==> src/rtl/mealy_stream_scheduler_pkg.sv <==
// Shared types and defaults for the Mealy stream scheduler.
package mealy_sched_pkg;

    localparam int DEF_N = 4;
    localparam int DEF_W = 8;

    typedef enum logic [2:0] {
        S_IDLE,
        S_CLEAR,
        S_SHIFT,
        S_DRAIN,
        S_RESP
    } state_e;

    function automatic int wrap_add(input int base, input int off, input int n);
        return (base + off) % n;
    endfunction

endpackage

==> src/rtl/mealy_stream_scheduler_if.sv <==
// Requester/response bus between the requester fabric and the scheduler.
interface mealy_stream_scheduler_if
    import mealy_sched_pkg::*;
#(
    parameter int N   = DEF_N,
    parameter int W   = DEF_W,
    parameter int IDW = $clog2(N)
) ();

    logic [N-1:0]   req_valid;
    logic [N*W-1:0] req_data;
    logic [N-1:0]   req_ready;
    logic           resp_valid;
    logic           resp_ready;
    logic [W-1:0]   resp_data;
    logic [IDW-1:0] resp_id;

    modport slave (
        input  req_valid, req_data, resp_ready,
        output req_ready, resp_valid, resp_data, resp_id
    );

    modport master (
        output req_valid, req_data, resp_ready,
        input  req_ready, resp_valid, resp_data, resp_id
    );

endinterface

==> src/rtl/mealy_stream_scheduler_rr_arbiter.sv <==
// Round-robin pick: first requester at or after ptr_i, wrapping to index 0.
module rr_arbiter
    import mealy_sched_pkg::*;
#(
    parameter int N   = DEF_N,
    parameter int IDW = $clog2(N)
) (
    input  logic [N-1:0]   req_i,
    input  logic [IDW-1:0] ptr_i,
    output logic [N-1:0]   grant_onehot_o,
    output logic [IDW-1:0] grant_idx_o,
    output logic           any_o
);

    logic [IDW-1:0] cand;

    always_comb begin
        grant_onehot_o = '0;
        grant_idx_o    = '0;
        any_o          = 1'b0;
        cand           = '0;
        for (int i = 0; i < N; i++) begin
            cand = IDW'(wrap_add(int'(ptr_i), i, N));
            if (!any_o && req_i[cand]) begin
                any_o                = 1'b1;
                grant_idx_o          = cand;
                grant_onehot_o[cand] = 1'b1;
            end
        end
    end

endmodule

==> src/rtl/mealy_stream_scheduler.sv <==
// Time-shares one serial Mealy detector among N requesters, one word per grant.
//  state | meaning
//  IDLE  | waiting for a request; grant is combinational from req_valid
//  CLEAR | one-cycle reset pulse to the detector
//  SHIFT | W cycles driving word bits LSB-first, capturing previous bit's output
//  DRAIN | capture the detector output for the last bit
//  RESP  | hold result until the consumer accepts it
module mealy_stream_scheduler
    import mealy_sched_pkg::*;
#(
    parameter int N   = DEF_N,
    parameter int W   = DEF_W,
    parameter int IDW = $clog2(N)
) (
    input  logic                     clk,
    input  logic                     reset,
    mealy_stream_scheduler_if.slave  bus,
    output logic                     det_reset_o,
    output logic                     det_in_o,
    input  logic                     det_out_i,
    output logic                     busy_o
);

    localparam int CW = $clog2(W + 1);

    state_e         state_q, state_d;
    logic [IDW-1:0] rr_ptr_q, rr_ptr_d;
    logic [IDW-1:0] id_q, id_d;
    logic [W-1:0]   word_q, word_d;
    logic [W-1:0]   result_q, result_d;
    logic [CW-1:0]  cnt_q, cnt_d;

    logic [N-1:0]   grant_onehot;
    logic [IDW-1:0] grant_idx;
    logic           grant_any;

    rr_arbiter #(.N(N), .IDW(IDW)) u_arb (
        .req_i          (bus.req_valid),
        .ptr_i          (rr_ptr_q),
        .grant_onehot_o (grant_onehot),
        .grant_idx_o    (grant_idx),
        .any_o          (grant_any)
    );

    always_ff @(posedge clk) begin
        if (reset) begin
            state_q  <= S_IDLE;
            rr_ptr_q <= '0;
            id_q     <= '0;
            word_q   <= '0;
            result_q <= '0;
            cnt_q    <= '0;
        end else begin
            state_q  <= state_d;
            rr_ptr_q <= rr_ptr_d;
            id_q     <= id_d;
            word_q   <= word_d;
            result_q <= result_d;
            cnt_q    <= cnt_d;
        end
    end

    always_comb begin
        state_d        = state_q;
        rr_ptr_d       = rr_ptr_q;
        id_d           = id_q;
        word_d         = word_q;
        result_d       = result_q;
        cnt_d          = cnt_q;
        bus.req_ready  = '0;
        bus.resp_valid = 1'b0;
        det_reset_o    = 1'b0;
        det_in_o       = 1'b0;

        case (state_q)
            S_IDLE: begin
                if (grant_any) begin
                    bus.req_ready = grant_onehot;
                    word_d        = bus.req_data[grant_idx*W +: W];
                    id_d          = grant_idx;
                    rr_ptr_d      = IDW'(wrap_add(int'(grant_idx), 1, N));
                    state_d       = S_CLEAR;
                end
            end
            S_CLEAR: begin
                det_reset_o = 1'b1;
                cnt_d       = '0;
                state_d     = S_SHIFT;
            end
            S_SHIFT: begin
                det_in_o = word_q[0];
                word_d   = word_q >> 1;
                // Output for bit c-1 arrives during bit c; the first bit has nothing to capture yet.
                if (cnt_q != '0) begin
                    result_d = {det_out_i, result_q[W-1:1]};
                end
                if (cnt_q == CW'(W - 1)) begin
                    state_d = S_DRAIN;
                end else begin
                    cnt_d = cnt_q + 1'b1;
                end
            end
            S_DRAIN: begin
                result_d = {det_out_i, result_q[W-1:1]};
                state_d  = S_RESP;
            end
            S_RESP: begin
                bus.resp_valid = 1'b1;
                if (bus.resp_ready) begin
                    state_d = S_IDLE;
                end
            end
            default: state_d = S_IDLE;
        endcase

        if (reset) begin
            bus.req_ready  = '0;
            bus.resp_valid = 1'b0;
            det_reset_o    = 1'b1;
            det_in_o       = 1'b0;
        end
    end

    assign bus.resp_data = result_q;
    assign bus.resp_id   = id_q;
    assign busy_o        = (state_q != S_IDLE);

endmodule

==> src/flat_wrapper.sv <==
// flat-port wrapper written by rule: the top's interface ports become plain ports
module mealy_stream_scheduler_flat import mealy_sched_pkg::*;
#(
    parameter int N   = DEF_N,
    parameter int W   = DEF_W,
    parameter int IDW = $clog2(N)
)
  (clk, reset, det_reset_o, det_in_o, det_out_i, busy_o, bus_req_valid, bus_req_data, bus_resp_ready, bus_req_ready, bus_resp_valid, bus_resp_data, bus_resp_id);
  mealy_stream_scheduler_if #(.N(N), .W(W), .IDW(IDW)) bus_i ();
  input  logic clk;
  input  logic reset;
  output logic det_reset_o;
  output logic det_in_o;
  input  logic det_out_i;
  output logic busy_o;
  input wire logic [$bits(bus_i.req_valid)-1:0] bus_req_valid;
  input wire logic [$bits(bus_i.req_data)-1:0] bus_req_data;
  input wire logic [$bits(bus_i.resp_ready)-1:0] bus_resp_ready;
  output wire logic [$bits(bus_i.req_ready)-1:0] bus_req_ready;
  output wire logic [$bits(bus_i.resp_valid)-1:0] bus_resp_valid;
  output wire logic [$bits(bus_i.resp_data)-1:0] bus_resp_data;
  output wire logic [$bits(bus_i.resp_id)-1:0] bus_resp_id;
  assign bus_i.req_valid = bus_req_valid;
  assign bus_i.req_data = bus_req_data;
  assign bus_i.resp_ready = bus_resp_ready;
  assign bus_req_ready = bus_i.req_ready;
  assign bus_resp_valid = bus_i.resp_valid;
  assign bus_resp_data = bus_i.resp_data;
  assign bus_resp_id = bus_i.resp_id;
  mealy_stream_scheduler #(.N(N), .W(W), .IDW(IDW)) u_core (.clk(clk), .reset(reset), .bus(bus_i), .det_reset_o(det_reset_o), .det_in_o(det_in_o), .det_out_i(det_out_i), .busy_o(busy_o));
endmodule
==> config.mk <==
export PLATFORM = sky130hd
export DESIGN_NAME = mealy_stream_scheduler_flat
export DESIGN_NICKNAME = d
export VERILOG_FILES = /design/src/rtl/mealy_stream_scheduler_pkg.sv /design/src/rtl/mealy_stream_scheduler_if.sv /design/src/rtl/mealy_stream_scheduler_rr_arbiter.sv /design/src/rtl/mealy_stream_scheduler.sv /design/src/flat_wrapper.sv
export SDC_FILE = /design/constraint.sdc
export NUM_CORES = 1
export LEC_CHECK = 0
export CORE_MARGIN = 2
export CORE_UTILIZATION = 47
export DETAILED_ROUTE_END_ITERATION = 16
export PLACE_DENSITY = 0.78
export SYNTH_ARGS = -nofsm -noshare
export SYNTH_HDL_FRONTEND = slang
export SYNTH_HIERARCHICAL = 1
export SYNTH_SLANG_ARGS = --single-unit
==> constraint.sdc <==
create_clock -name clk -period 3.9 [get_ports clk]
set_input_delay 0.585 -clock clk [delete_from_list [all_inputs] [get_ports clk]]
set_output_delay 0.585 -clock clk [all_outputs]
set_load 0.1 [all_outputs]
After elaboration in Yosys (flattened, before gate mapping)
Index checks and enable logic that the tools add are counted.
{ "classes": {"n_addsub": 5, "n_lt_le_gt_ge": 8, "n_eq_ne": 10, "shift": 1, "n_mux": 47, "bitwise_logic": 3, "n_reduce_logical": 21} }
{ "op_table": {"columns": ["operator", "n"], "rows": [
  ["$mux 4", 8],
  ["$pmux 8 s2", 2],
  ["$shiftx 32x6->8", 1],
  ["$mux 1", 18],
  ["$mux 8", 2],
  ["$pmux 3 s5", 1],
  ["$lt 2x3->1 const B", 4],
  ["$or 4x4->4", 3],
  ["$mux 3", 3],
  ["$bmux 1 s2", 4],
  ["$demux 1 s2", 4],
  ["$ge 2x1->1 const B", 4],
  ["$mux 2", 4],
  ["$pmux 4 s2", 1],
  ["$reduce_and 2->1", 4],
  ["$logic_and 1x1->1", 7],
  ["$eq 3x2->1 const B", 2],
  ["$ne 2x1->1 const B", 3],
  ["$reduce_bool 2->1", 3],
  ["$add 2x1->2 const B", 2],
  ["$add 2x2->2 const B", 2],
  ["$add 4x1->4 const B", 1],
  ["$eq 4x3->1 const B", 1],
  ["$ne 2x2->1 const B", 2],
  ["7 further kinds", 9]
]} }
{ "totals": {"regBits": 27, "input_bits": 40, "wordCells": 101} }

Logic depth before layout (Yosys ltp)
Gate-level depths: netlist of the first run.
{ "depth": {"depth_word": 15, "mapped_depth": 12, "ltp_nobuf": 9} }

By module
Netlist of the first run, hierarchy kept.
{ "by_module_without_submodules": {"columns": ["module", "instances", "cells_per_inst", "area_per_inst_um2", "seq_area_each_um2"], "rows": [
  ["mealy_stream_scheduler", 1, 165, 1501.4, 540.5],
  ["rr_arbiter", 1, 45, 421.7, 0.0]
]} }

Worst setup path before layout of the first run
No wires, ideal clock.
{ "synth_timing": {"kind": "register -> output", "start": "register u_core.state_q[0]", "end": "output det_in_o", "t_arrival_ns": 3.222, "path_slack_ns": 0.093, "stages_incl_launch_ff": 4, "cell_sequence": "dfxtp_1 or3b_2 clkbuf_1 nor3b_1"} }
{ "synth_between": {"elab_chain_cells": 3} }
{ "synth_rtl": {"columns": ["element", "line_no", "text"], "rows": [
  ["from (decl)", "mealy_stream_scheduler.sv:26", "state_e state_q, state_d;"],
  ["from (signal assigned)", "mealy_stream_scheduler.sv:54", "state_q <= state_d;"],
  ["$eq 3x2->1", "mealy_stream_scheduler.sv:75", "case (state_q)"],
  ["$mux 1", "mealy_stream_scheduler.sv:75", null],
  ["$mux 1", "mealy_stream_scheduler.sv:116", "if (reset) begin"],
  ["to (decl)", "flat_wrapper.sv:13", "output logic det_in_o;"]
]} }
Every way passes these cells.

Worst setup path in the final report of the first run
{ "layout_timing": {"start": "register u_core.rr_ptr_q[1]", "end": "output bus_req_ready[3]"} }
{ "layout_between": {"elab_chain_cells": 15} }
{ "layout_rtl": {"columns": ["element", "line_no", "text"], "rows": [
  ["from (decl)", "mealy_stream_scheduler.sv:27", "logic [IDW-1:0] rr_ptr_q, rr_ptr_d;"],
  ["from (signal assigned)", "mealy_stream_scheduler.sv:55", "rr_ptr_q <= rr_ptr_d;"],
  ["parallel branches: the longest is 11 deep, another holds $add 2x1->2", null, null],
  ["$mux 1 (*)", "mealy_stream_scheduler_rr_arbiter.sv:24", "if (!any_o && req_i[cand]) begin"],
  ["via u_core.grant_any", "mealy_stream_scheduler.sv:35", "logic grant_any;"],
  ["$mux 4 (*)", "mealy_stream_scheduler.sv:77", "if (grant_any) begin"],
  ["$mux 4 (*)", "mealy_stream_scheduler.sv:75", null],
  ["$mux 4 (*)", "mealy_stream_scheduler.sv:116", null],
  ["to (decl)", "flat_wrapper.sv:19", "output wire logic [$bits(bus_i.req_ready)-1:0] bus_req_ready;"]
]} }
Mark *: on every way through the listed nets, which the timed path passes. The select of a mux whose other input is x is not followed.

==> results.py, run 1 <==
metrics = {
    "status": {
        "outcome": "complete, no violations",
    },
    "floorplanning": {
        "chipHeight_um": 67.97,
        "die-area_um2": 4619,
        "fp-row-count": 23,
        "die_x_um": 67.97,
        "start_util_pct": 48.42,
        "coreArea_um2": 3971,
        "ios": 58,
    },
    "power_and_ir_drop": {
        "sequentialPowerShare_pct": 22.5,
        "p_per_area_nw_per_um2": 737.7,
        "p_int_uw": 948.5,
        "p_comb_share_pct": 69.0,
        "clkPwrFrac_pct": 8.5,
        "max-vdd-ir-drop_v": 0.0003937,
        "swShare_pct": 50.14,
        "p_sw_uw": 953.7,
        "p_leak_uw": 0.0009078,
    },
    "setup_path": {
        "rrSetupSlack_ps": 820,
        "cp.arrival_ps": 2950,
        "crit_fanout": 10,
        "worst_ep_required_time_ps": 3310,
        "worst_setup_path_start_kind": "flip-flop",
        "cp-end-kind": "primary output",
        "critical_path_class": "reg2out",
    },
    "layout": {
        "fillers": 339,
        "antenna_cells": 0,
        "syn_to_final_growth_pct": 34.09,
        "final_area_um2": 2579,
        "fin_nets": 307,
        "drive_above_1_share_pct": 14.29,
    },
    "clocking": {
        "cts_setup_buffers": 0,
        "cts_buffer_depth": 2,
        "clkLatencyLatePin_ps": 270,
        "cts_tree": "built",
        "cts_hold_buf": 0,
        "clkTransAtPathRegs_ps": 90,
        "ctsHtreeMaxLevel": 1,
        "cts_root_buf": "clkbuf_8",
        "cts_resized": 0,
        "cts_buffers": 3,
        "cts_sinks": 27,
    },
    "timing": {
        "min_period_over_period_pct": 90.53,
        "fmax_mhz": 283.2,
        "min_period_ps": 3531,
        "tightest_slew_ps": 977.2,
        "slew_headroom_pct": 34.65,
        "fin_setup_tns_ps": 0,
        "fin_worst_skew_ps": 1.116,
        "hold_violations": 0,
        "finalSetupViolCount": 0,
        "grt_setup_unrepaired": "false",
        "whs_ps": 461.5,
        "maxSlewViolCount": 0,
    },
    "yosys": {
        "synth_top_area_share_pct": 28.11,
        "synth_area_um2": 1923,
        "synth_cell_types": 45,
        "syn-num-nets": 257,
        "ys_ff_latch": 27,
        "syn_avg_cell_area_um2": 9.158,
        "yosys.area.top_type": "dfxtp_1",
        "netlist_top_cells_area": "dfxtp_1 28%, mux4_2 12%, ha_1 4.6%, nand3_1 4.2%, nand2_1 4.1%",
        "synth_ff_type": "dfxtp_1",
        "synth-warning-count": 6,
        "synth_edf_count": 0,
        "syn_inst": 210,
        "ys_async_sr_fraction_pct": 0,
        "ys_seq_area_share_pct": 28.11,
    },
    "drt": {
        "routed_wl_mm": 4.231,
        "drc_errors": 0,
        "avgViaCountPerCell": 5.835,
        "dr_total_vias": 1803,
        "drt-initial-drc-count": 125,
        "wl_per_cell_um": 13.69,
        "ant_nets": 0,
        "dr.pass1.iters": 4,
    },
    "place": {
        "io_buffers": 57,
        "dp_hpwl_mm": 3.148,
        "place.gp.congestion": 0.7776,
        "dpl_cell_area_um2": 2530,
    },
    "global_routing": {
        "grt_max_degree": 23,
        "grt_pass1_vias": 1668,
        "grt_antenna_before_repair": 0,
        "grt_util_all_layers_pct": 19.47,
        "grt_pass1_wl_mm": 7.176,
        "gr-total-overflow": 0,
    },
    "flow_run": {
        "drv_cap": 0,
    },
    "hold_path": {
        "hp-class": "reg2reg",
    },
}
-- final timing paths --
check                   startpoint                    end  cells after the start
max             u_core/rr_ptr_q[1]       bus_req_ready[3]                      9
min          u_core/bus.resp_id[1]  u_core/bus.resp_id[1]                      2
max reg2reg     u_core/rr_ptr_q[1]       u_core/word_q[2]                     10
min reg2reg  u_core/bus.resp_id[1]  u_core/bus.resp_id[1]                      2
-- through the flow --
stage	std cells	setup slack, ps	utilization, %	power [uW]
after floorplan	210	92.74	-	1486
after global placement	305	500.3	63.71	1732
after detailed placement	305	462.9	63.71	1748
after CTS	309	346.2	64.93	1917
after global routing	309	104.5	64.93	2035
final	309	369.3	64.93	1902
-- power groups by stage --
stage	combinational (uW)	sequential, uW	clock, uW
after detailed placement	1320	433	0
after CTS	1320	428	167
after global routing	1420	443	174
after floorplan	1010	475	0
after global placement	1300	431	0
final	1310	428	161
-- final cells by class --
class                      instances  area (um^2)  area share (%)
multi-input combinational        161         1274           49.39
timing repair buffer              61        630.6           24.45
sequential                        27        540.5           20.96
tap                               50        62.56           2.426
clock buffer                       3        41.29           1.601
inverter                           6        22.52          0.8734
clock inverter                     1        7.507          0.2911
-- cell usage in the layout (no fill, tap or decap), drive strengths merged, types with 2 or more instances in the layout --
master and instances:
inv 6, o31ai 3, o211ai 3, nor3b 2, and2 4, or4 3
nor4b 3, nand2 21, nand2b 6, o21ai 14, nor2b 2, or4b 2
nor2 9, a21oi 15, mux2i 3, xnor2 2, a31oi 8, a22oi 8
clkbuf 3, buf 12, ha 7, dfxtp 27, mux4 12, clkdlybuf4s50 49
nor3 3, nand3 16, or3b 2
-- cells by family (layout without fill, tap and decap cells) --
| logic type | after synthesis | after routing | synth area share, % |
|---|---|---|---|
| simple gates | 80 | 80 | 25.70 |
| compound gates | 56 | 56 | 17.83 |
| flops | 27 | 27 | 28.11 |
| buf+inv | 22 | 71 | 5.921 |
| mux | 16 | 16 | 16.59 |
| fa+ha+maj | 7 | 7 | 4.554 |
| xor+xnor | 2 | 2 | 1.302 |
-- worst max-delay path: stages (launching register included) --
cell	delay, ps
dfxtp_1	530
inv_1	160
ha_1	360
mux4_2	380
nor3_1	100
nand2b_1	120
or4b_1	470
nor2_1	170
and2_1	210
buf_12	180
-- per-layer routing --
layer	GRT usage, %	share of wire [%]
met1	25.36	46
met2	34.83	50
met3	1.645	3.9
met4	4.500	0.45
met5	0	0
-- registers in the layout (all words and copies together), names as in the netlist --
name                  count
u_core/cnt_q              4
u_core/rr_ptr_q           2
u_core/word_q             8
u_core/state_q            3
u_core/bus.resp_data      8
u_core/bus.resp_id        2
-- cells in the mapped netlist, types with 2 or more instances --
| master | n |
|---|---|
| mux4_2 | 10 |
| mux2i_1 | 3 |
| nand3_1 | 16 |
| nor2_1 | 9 |
| o21ai_0 | 14 |
| nor4b_4 | 3 |
| inv_1 | 6 |
| o31ai_1 | 3 |
| mux4_1 | 2 |
| nor2b_1 | 2 |
| o211ai_1 | 3 |
| and2_1 | 4 |
| buf_6 | 3 |
| nor3_1 | 3 |
| a31oi_1 | 8 |
| a21oi_1 | 15 |
| ha_1 | 7 |
| or3b_2 | 2 |
| or4b_1 | 2 |
| a22oi_1 | 8 |
| buf_2 | 4 |
| nand2b_1 | 6 |
| or4_1 | 3 |
| nand2_1 | 21 |
| clkbuf_1 | 7 |
| dfxtp_1 | 27 |
Power figures use the tool's default switching activity.
==> run 2: changes to the inputs <==
--- a/config.mk
+++ b/config.mk
@@ -9,6 +9,7 @@
 export CORE_UTILIZATION = 47
 export DETAILED_ROUTE_END_ITERATION = 16
 export PLACE_DENSITY = 0.78
+export SKIP_LAST_GASP = 1
 export SYNTH_ARGS = -nofsm -noshare
 export SYNTH_HDL_FRONTEND = slang
 export SYNTH_HIERARCHICAL = 1
==> results of run 2 <==
The final DEF is identical to that of run 1; final timing and power are the same.
==> run 3: changes to the inputs <==
--- a/config.mk
+++ b/config.mk
@@ -5,9 +5,11 @@
 export SDC_FILE = /design/constraint.sdc
 export NUM_CORES = 1
 export LEC_CHECK = 0
+export CORE_ASPECT_RATIO = 1.4
 export CORE_MARGIN = 2
 export CORE_UTILIZATION = 47
 export DETAILED_ROUTE_END_ITERATION = 16
+export MAX_ROUTING_LAYER = met4
 export PLACE_DENSITY = 0.78
 export SKIP_LAST_GASP = 1
 export SYNTH_ARGS = -nofsm -noshare
==> run 3 against run 2 <==
Effect of this change:
- total power fell by 0.23%
- largest power group unchanged
- critical path depth rose by 1
- wire length fell by 2.6%
- first-iteration DRC count fell by 62%
- setup slack improved by 32 ps
- die area rose by 0.16%
- clock skew barely moved
- hold slack improved by 6.3 ps
- highest routed layer unchanged
- clock power barely moved
- critical endpoint is now bus_req_ready[2]
==> results.py, run 3 (synthesized netlist as in run 1, its figures left out) <==
metrics = {
    "timing": {
        "fmax_mhz": 285.8,
        "slew_headroom_pct": 34.99,
        "grt_setup_unrepaired": "false",
        "min_period_ps": 3499,
        "tightest_slew_ps": 972.1,
        "hold_violations": 0,
        "fin_setup_tns_ps": 0,
        "min_period_over_period_pct": 89.72,
        "fin_worst_skew_ps": 1.232,
        "maxSlewViolCount": 0,
        "finalSetupViolCount": 0,
        "whs_ps": 467.8,
    },
    "place": {
        "io_buffers": 57,
        "dp.cells": 299,
        "dp_hpwl_mm": 3.142,
        "place.gp.congestion": 0.8553,
    },
    "layout": {
        "fin_cells": 303,
        "final_common_cell": "clkdlybuf4s50_1",
        "antenna_cells": 0,
        "final_cell_mix": "50 x clkdlybuf4s50_1, 27 x dfxtp_1, 21 x nand2_1",
        "fillers": 346,
        "fin_nets": 308,
        "syn_to_final_growth_pct": 34.16,
        "drive_above_1_share_pct": 14.23,
    },
    "setup_path": {
        "worst_ep_required_time_ps": 3310,
        "startpoint": "u_core/rr_ptr_q[0]",
        "critical_path_class": "reg2out",
        "crit_end": "bus_req_ready[2]",
        "crit_fanout": 14,
        "worst_setup_path_start_kind": "flip-flop",
        "rr_worst_depth": 11,
        "r2r_start": "u_core/rr_ptr_q[0]",
        "rrSetupSlack_ps": 910,
        "regToRegEndpoint": "u_core/word_q[2]",
        "cp-end-kind": "primary output",
        "cp.arrival_ps": 2910,
    },
    "drt": {
        "dr_total_vias": 1814,
        "routed_wl_mm": 4.119,
        "drc_errors": 0,
        "avgViaCountPerCell": 5.987,
        "dr.pass1.iters": 6,
        "wl_per_cell_um": 13.59,
        "drt-initial-drc-count": 47,
        "ant_nets": 0,
    },
    "hold_path": {
        "hp-class": "reg2reg",
        "hold_path_startpoint": "u_core/bus.resp_id[0]",
    },
    "global_routing": {
        "grt_util_all_layers_pct": 19.42,
        "grt_pass1_wl_mm": 7.141,
        "grt_antenna_before_repair": 0,
        "gr-total-overflow": 0,
        "grt_pass1_vias": 1698,
        "grt_max_degree": 23,
    },
    "floorplanning": {
        "chipHeight_um": 79.69,
        "die_x_um": 58.06,
        "start_util_pct": 49.07,
        "fp-row-count": 27,
        "coreArea_um2": 3919,
        "ios": 58,
        "die-area_um2": 4627,
    },
    "flow_run": {
        "drv_cap": 0,
    },
    "power_and_ir_drop": {
        "p_per_area_nw_per_um2": 735.6,
        "max-vdd-ir-drop_v": 0.0006310,
        "total_power_uw": 1898,
        "p_leak_uw": 0.0009119,
    },
    "clocking": {
        "ctsHtreeMaxLevel": 1,
        "cts_resized": 0,
        "cts_hold_buf": 0,
        "cts_setup_buffers": 0,
        "cts_buffers": 3,
        "clkTransAtPathRegs_ps": 90,
        "cts_tree": "built",
        "clkLatencyLatePin_ps": 270,
        "cts_buffer_depth": 2,
        "cts_sinks": 27,
        "cts_root_buf": "clkbuf_8",
    },
    "status": {
        "outcome": "complete, no violations",
    },
}
run 3: cell count changes in the layout (fill, tap and decap cells not counted), sizes merged:
cell,change
clkdlybuf4s50,+1
run 3: how the worst min path moves through the flow:
stage	slack, ps	cells after the start	to
after floorplan	450	2	u_core/word_q[7]
after global placement	450	2	u_core/bus.resp_id[0]
after detailed placement	460	2	u_core/word_q[7]
after CTS	470	2	u_core/word_q[7]
after global routing	500	2	u_core/word_q[7]
final	470	2	u_core/bus.resp_id[0]
run 3: worst max-delay path: stages (launching register included):
cell,delay [ps]
dfxtp_1,320
buf_4,210
inv_1,90
ha_1,360
mux4_2,380
nor3_1,100
nand2b_1,130
or4b_1,470
nor2_1,180
and2_1,210
buf_12,180
run 3: metal layers:
| layer | track usage [%] | vias up | part of all wire (%) |
|---|---|---|---|
| li1 | - | 891 | - |
| met5 | - | - | 0 |
| met4 | 6.977 | 0 | 2.0 |
| met1 | 23.03 | 853 | 42 |
| met2 | 33.98 | 63 | 52 |
| met3 | 1.621 | 7 | 4.2 |
run 3: cell type report:
class / count / area (um^2) / area share [%]
multi-input cells: 161 / 1274 / 49.37
repair buffers: 62 / 640.6 / 24.83
flip-flops and latches: 27 / 540.5 / 20.95
well taps: 43 / 53.80 / 2.085
clock buffers: 3 / 41.29 / 1.600
inverters: 6 / 22.52 / 0.8729
clock inverters: 1 / 7.507 / 0.2910
run 3: stage by stage:
stage	utilization (%)	instance area (um^2)	worst slack [ps]
CTS	65.84	2580	384.8
global route	65.84	2580	226.4
finish	65.84	2580	401.0
detailed placement	64.59	2531	453.1
global placement	64.59	2531	530.7
floorplan	-	1923	92.74
run 3: where the power goes:
group	internal, uW	leakage (uW)	switching (uW)
clock network	72.6	0.0000217	89.3
registers	340	0.000221	78.9
logic	544	0.000670	774
total	956	0.000912	942
